## src/rtl/ex_mem_skid_pkg.sv

```systemverilog
// EX/MEM skid register: shared widths, NOP values and state encoding.
// Imported by the interface and the stage.
package ex_mem_skid_pkg;

  localparam int RegBus           = 32;
  localparam int RegAddrBus       = 5;
  localparam int EX_MEM_PAYLOAD_W = 8;

  localparam logic RstEnable    = 1'b1;
  localparam logic WriteDisable = 1'b0;

  localparam logic [RegAddrBus-1:0] NOPRegAddr = '0;
  localparam logic [RegBus-1:0]     ZeroWord   = '0;

  typedef enum logic [1:0] {
    EMPTY = 2'd0,
    ONE   = 2'd1,
    FULL  = 2'd2
  } skid_state_e;

endpackage

```

## src/rtl/ex_mem_skid_if.sv

```systemverilog
// Valid/ready bundle carrying one EX/MEM entry.
// master drives the entry, slave drives ready.
interface ex_mem_skid_if
  import ex_mem_skid_pkg::*;
#(
  parameter int DATA_W    = RegBus,
  parameter int ADDR_W    = RegAddrBus,
  parameter int PAYLOAD_W = EX_MEM_PAYLOAD_W
) ();

  logic                 valid;
  logic                 ready;
  logic [ADDR_W-1:0]    wd;
  logic                 wreg;
  logic [DATA_W-1:0]    wdata;
  logic [PAYLOAD_W-1:0] payload;

  modport master (
    output valid, wd, wreg, wdata, payload,
    input  ready
  );

  modport slave (
    input  valid, wd, wreg, wdata, payload,
    output ready
  );

endinterface

```

## src/rtl/ex_mem_skid.sv

```systemverilog
// EX/MEM pipeline register with registered ready and a one-entry skid.
// FIFO order; flush and rst drop everything held.
module ex_mem_skid
  import ex_mem_skid_pkg::*;
#(
  parameter int DATA_W    = RegBus,
  parameter int ADDR_W    = RegAddrBus,
  parameter int PAYLOAD_W = EX_MEM_PAYLOAD_W
) (
  input  logic               clk,
  input  logic               rst,
  input  logic               flush,
  ex_mem_skid_if.slave       ex,
  ex_mem_skid_if.master      mem,
  output logic [1:0]         occupancy
);

  localparam int ENT_W = ADDR_W + 1 + DATA_W + PAYLOAD_W;

  localparam logic [ENT_W-1:0] NOP_ENT = {
    ADDR_W'(NOPRegAddr),
    WriteDisable,
    DATA_W'(ZeroWord),
    PAYLOAD_W'(0)
  };

  skid_state_e state_q, state_n;
  logic        ready_q;
  logic        kill;
  logic        accept, drain;
  logic        ld_main_ex, ld_main_skid, ld_skid;
  logic        main_wreg;

  logic [ENT_W-1:0] main_q, skid_q, ex_ent;

  assign kill   = (rst == RstEnable) | flush;
  assign ex_ent = {ex.wd, ex.wreg, ex.wdata, ex.payload};
  assign accept = ex.valid & ready_q;
  assign drain  = mem.valid & mem.ready;

  // ready only tracks the next state, so MEM never reaches EX combinationally
  always_ff @(posedge clk) begin
    state_q <= state_n;
    ready_q <= (state_n != FULL);
  end

  always_comb begin
    state_n = state_q;
    unique case (state_q)
      EMPTY: if (accept) state_n = ONE;
      ONE: begin
        if (accept && !drain)      state_n = FULL;
        else if (!accept && drain) state_n = EMPTY;
      end
      FULL:  if (drain) state_n = ONE;
      default: state_n = EMPTY;
    endcase
    if (kill) state_n = EMPTY;
  end

  always_comb begin
    ld_main_ex   = 1'b0;
    ld_main_skid = 1'b0;
    ld_skid      = 1'b0;
    unique case (1'b1)
      state_q == EMPTY: ld_main_ex = accept;
      state_q == ONE: begin
        ld_main_ex = accept & drain;
        ld_skid    = accept & ~drain;
      end
      state_q == FULL: ld_main_skid = drain;
      default: ;
    endcase
  end

  always_ff @(posedge clk) begin
    if (kill) begin
      main_q <= NOP_ENT;
      skid_q <= NOP_ENT;
    end else begin
      if (ld_main_ex)        main_q <= ex_ent;
      else if (ld_main_skid) main_q <= skid_q;
      if (ld_skid)           skid_q <= ex_ent;
    end
  end

  assign ex.ready    = ready_q;
  assign mem.valid   = (state_q != EMPTY);
  assign occupancy   = state_q;
  assign {mem.wd, main_wreg, mem.wdata, mem.payload} = main_q;
  assign mem.wreg    = mem.valid & main_wreg;

endmodule

```

## src/flat_wrapper.sv

```systemverilog
// flat-port wrapper written by rule: the top's interface ports become plain ports
module ex_mem_skid_flat import ex_mem_skid_pkg::*;
#(
  parameter int DATA_W    = RegBus,
  parameter int ADDR_W    = RegAddrBus,
  parameter int PAYLOAD_W = EX_MEM_PAYLOAD_W
)
  (clk, rst, flush, occupancy, ex_valid, ex_wd, ex_wreg, ex_wdata, ex_payload, ex_ready, mem_valid, mem_wd, mem_wreg, mem_wdata, mem_payload, mem_ready);
  ex_mem_skid_if #(.DATA_W(DATA_W), .ADDR_W(ADDR_W), .PAYLOAD_W(PAYLOAD_W)) ex_i ();
  ex_mem_skid_if #(.DATA_W(DATA_W), .ADDR_W(ADDR_W), .PAYLOAD_W(PAYLOAD_W)) mem_i ();
  input  logic clk;
  input  logic rst;
  input  logic flush;
  output logic [1:0] occupancy;
  input wire logic [$bits(ex_i.valid)-1:0] ex_valid;
  input wire logic [$bits(ex_i.wd)-1:0] ex_wd;
  input wire logic [$bits(ex_i.wreg)-1:0] ex_wreg;
  input wire logic [$bits(ex_i.wdata)-1:0] ex_wdata;
  input wire logic [$bits(ex_i.payload)-1:0] ex_payload;
  output wire logic [$bits(ex_i.ready)-1:0] ex_ready;
  output wire logic [$bits(mem_i.valid)-1:0] mem_valid;
  output wire logic [$bits(mem_i.wd)-1:0] mem_wd;
  output wire logic [$bits(mem_i.wreg)-1:0] mem_wreg;
  output wire logic [$bits(mem_i.wdata)-1:0] mem_wdata;
  output wire logic [$bits(mem_i.payload)-1:0] mem_payload;
  input wire logic [$bits(mem_i.ready)-1:0] mem_ready;
  assign ex_i.valid = ex_valid;
  assign ex_i.wd = ex_wd;
  assign ex_i.wreg = ex_wreg;
  assign ex_i.wdata = ex_wdata;
  assign ex_i.payload = ex_payload;
  assign ex_ready = ex_i.ready;
  assign mem_valid = mem_i.valid;
  assign mem_wd = mem_i.wd;
  assign mem_wreg = mem_i.wreg;
  assign mem_wdata = mem_i.wdata;
  assign mem_payload = mem_i.payload;
  assign mem_i.ready = mem_ready;
  ex_mem_skid #(.DATA_W(DATA_W), .ADDR_W(ADDR_W), .PAYLOAD_W(PAYLOAD_W)) u_core (.clk(clk), .rst(rst), .flush(flush), .ex(ex_i), .mem(mem_i), .occupancy(occupancy));
endmodule
```

## config.mk

```make
export PLATFORM = sky130hd
export DESIGN_NAME = ex_mem_skid_flat
export DESIGN_NICKNAME = d
export VERILOG_FILES = /design/src/rtl/ex_mem_skid_pkg.sv /design/src/rtl/ex_mem_skid_if.sv /design/src/rtl/ex_mem_skid.sv /design/src/flat_wrapper.sv
export SDC_FILE = /design/constraint.sdc
export NUM_CORES = 1
export LEC_CHECK = 0
export CAP_MARGIN = 20
export CORE_ASPECT_RATIO = 1.25
export CORE_MARGIN = 4
export CORE_UTILIZATION = 49
export CTS_CLUSTER_SIZE = 40
export DETAILED_ROUTE_END_ITERATION = 6
export PLACE_DENSITY = 0.79
export SLEW_MARGIN = 20
export SYNTH_ARGS = -nofsm -noshare
export SYNTH_HDL_FRONTEND = slang
export SYNTH_SLANG_ARGS = --single-unit
```

## constraint.sdc

```tcl
create_clock -name clk -period 1.6 [get_ports clk]
set_input_delay 0.4 -clock clk [delete_from_list [all_inputs] [get_ports clk]]
set_output_delay 0.4 -clock clk [all_outputs]
set_load 0.1 [all_outputs]
```

==> summary.md <==
| Metric | Value |
|---|---|
| Synthesized cell area | `approximately 4100 um^2` |
| Ant diodes | `0` |
| Layout cells sized above 1 | `between 10% and 20%` |
| Fin cells | `between 600 and 700` |
| Required time worst endpoint | `around 1200 ps` |
| CTS root buf | `clkbuf_8` |
| Final Critical Period | `1638 ps` |
| Routed vias/inst | `between 5 and 6` |
| Mapped Cells | `about 520` |
| CP Capture Type | `output port` |
| Syn Area/Cell | `approximately 8 um^2` |
| Initial antenna violation count | `0` |
| Hold-fix buffers, CTS | `0` |
| H-tree levels | `3` |
| Max layer used | `met4` |
| Setup_tns | `-270.7 ps` |
| # IOs | `101` |
| Hold Fails Final Rpt | `0` |
| Post-synth top area cell | `dfxtp_1` |
| Setup violations, final | `17` |
| Overall Global Routing Usage | `about a fifth` |
| FF+latch count, synth | `95` |
| Via count | `3,589` |
| WS Path Type | `reg -> out` |
| Global route overflow | `0` |
| PortBufs | `100` |
| Total wire length | `9.525 mm` |
| Register area share after synthesis | `a little under half` |
| Residual DRC | `0` |
| Sw frac | `a little under a third` |
| Global placement routability congestion | `0.7886` |
| Setup ws final | `-37.63 ps` |
| Slew Limit Fails | `0` |
| Max Cap Viol | `0` |
| Top cells by count, synth | `nand2_1 (184), dfxtp_1 (95), buf_4 (47), a21oi_1 (46), a31oi_1 (46)` |
| CTS tree | `built` |
| Pwr/cell area | `approximately 880 nW/um^2` |
| Status | `complete, but fails checks` |
| Initial Util | `between 50% and 60%` |
| Switch Pwr | `about 1500 uW` |
| Hold crit path type | `reg -> reg` |
| DR pass1 iterations | `5` |
| Core area | `8240 um^2` |
| Pin count of the biggest net entering global routing | `between 60 and 70` |
| Post-DP HPWL | `6.609 mm` |
| Worst endpoint data arrival time | `roughly 1200 ps` |
| Synth warn | `0` |
| Lkg Pwr | `0.001916 uW` |
| First-pass GRT wire length | `16.17 mm` |
| Top-area cell type share of the netlist area | `a little under half` |
| Maximum vdd drop | `roughly 550 uV` |
| Met2 Wirelength | `5.043 mm` |
| Metal3 WL | `494 um` |
| Post-synth EDFFs | `0` |
| Vias in the first global route | `about 3,600` |
| Deepest clock path buffer count | `2` |
| RSZ-0062 raised after global routing | `true` |
| Post-synthesis net count | `approximately 570` |
| Synth area leaders | `dfxtp_1 (46%), nand2_1 (17%), buf_4 (8.5%)` |
| Int Power | `between 3000 and 4000 uW` |
| Die ar. | `10,010 um^2` |
| Failing checks | `setup timing` |
| Startpoint types | `flop` |
| Most common cell in the netlist | `nand2_1` |
| Clock transition at the registers of the reported paths | `~80 ps` |
| Layout Nets | `a little over 600` |
| Peak Freq | `about 600 MHz` |
| ANT nets after route | `0` |
| Met1 WL | `approximately 3.8 mm` |
| Rel. slew slack | `between 80% and 90%` |
| Yosys cell types | `29` |
| Final period utilization | `102.4%` |
| CTS buffer count | `9` |
| Worst skew pair latency | `approximately 350 ps` |
| Drt wl/cell | `approximately 14 um` |
| Min Hold Slack | `between 400 and 500 ps` |
| DP Cell Count | `around 660` |
| Worst-Margin Slew | `between 200 and 300 ps` |
| Total power | `between 4000 and 5000 uW` |
| Power share of the clock group | `between 20% and 30%` |
| Die H | `110.9 um` |
| Post-synth ARST share | `0%` |
| Main synth FF type | `dfxtp_1` |
| Die Wd | `roughly 90 um` |
| Worst Path Max Fanout | `2` |
| Area grow syn2layout | `35.80%` |
| Cell Rows | `37` |
| Sink Count | `between 90 and 100` |
| Sequential Power Share | `between 50% and 60%` |
| Drt first-iter violations | `~150` |
| Clock skew | `9.054 ps` |
| Gate power share | `between 20% and 30%` |
-- critical path, stage by stage, from the launching register on --
cell and delay [ps]:
dfxtp_4 350, or2_4 250, and2_4 140, buf_12 160
-- kinds of logic after synthesis --
group,count (synthesis),synth area share [%]
AND/OR/NAND/NOR,200,19.57
AO/OA/AOI/OAI,140,18.64
flip-flops,95,45.84
buffers and inverters,86,15.44
multiplexers,2,0.5127
-- power groups by stage --
stage	Sequential, uW	Clock (uW)	Combinational, uW
floorplan	2520	0	705
global route	2490	1530	1120
detailed placement	2540	0	1060
CTS	2480	1420	1070
global placement	2540	0	1040
finish	2480	1390	1070
-- area by class of cell --
| class | instances | area, um^2 |
|---|---|---|
| Fill cell | 638 | 2606 |
| Multi-Input combinational cell | 342 | 1633 |
| Clock inverter | 5 | 32.53 |
| Inverter | 2 | 7.507 |
| Tap cell | 97 | 121.4 |
| Timing Repair Buffer | 122 | 1785 |
| Sequential cell | 95 | 1913 |
| Clock buffer | 11 | 141.4 |
-- metal layers --
metal | up-vias | GRT usage, %
met3 | 10 | 3.734
met5 | - | 0
li1 | 1790 | -
met1 | 1684 | 21.66
met2 | 105 | 35.49
met4 | 0 | 7.865
-- what timing repair did --
action | in CTS | in global routing
gates resized for setup | 0 | 18
pin swaps | 2 | 0
endpoints found under the setup margin | 2 | 86
buffers inserted | 3 | 0
-- sequential cells by signal, summed over array words and instances, names as in the netlist --
register,cells
u_core.occupancy,2
u_core.skid_q,46
u_core.main_q,46
u_core.ex.ready,1
-- worst paths after layout --
path,startpoint,to,slack [ps],depth (start not counted)
setup / recovery,u_core.occupancy[0],mem_wreg,-40,3
hold / removal,u_core.skid_q[20],u_core.skid_q[20],460,2
setup reg to reg,u_core.occupancy[0],u_core.main_q[21],-20,6
hold reg to reg,u_core.skid_q[20],u_core.skid_q[20],460,2
-- placed cells by master (no fill, tap or decap), drive strengths merged, types with 11 or more instances in the layout --
cell type and instances:
nand2 185, o21ai 47, buf 72, a31oi 46
clkbuf 11, clkdlybuf4s50 50, dfxtp 95, a21oi 46
-- per-stage QoR --
step	utilization (%)	worst slack [ps]	instance area, um^2
2_1_floorplan	-	-213.6	4170
3_3_place_gp	65.67	-333.1	5411
3_5_place_dp	65.67	-378.6	5411
4_1_cts	68.05	-56.83	5608
5_1_grt	68.37	-81.06	5634
6_report	68.37	-37.63	5634
Note: power is estimated with default switching activity, not from simulation.
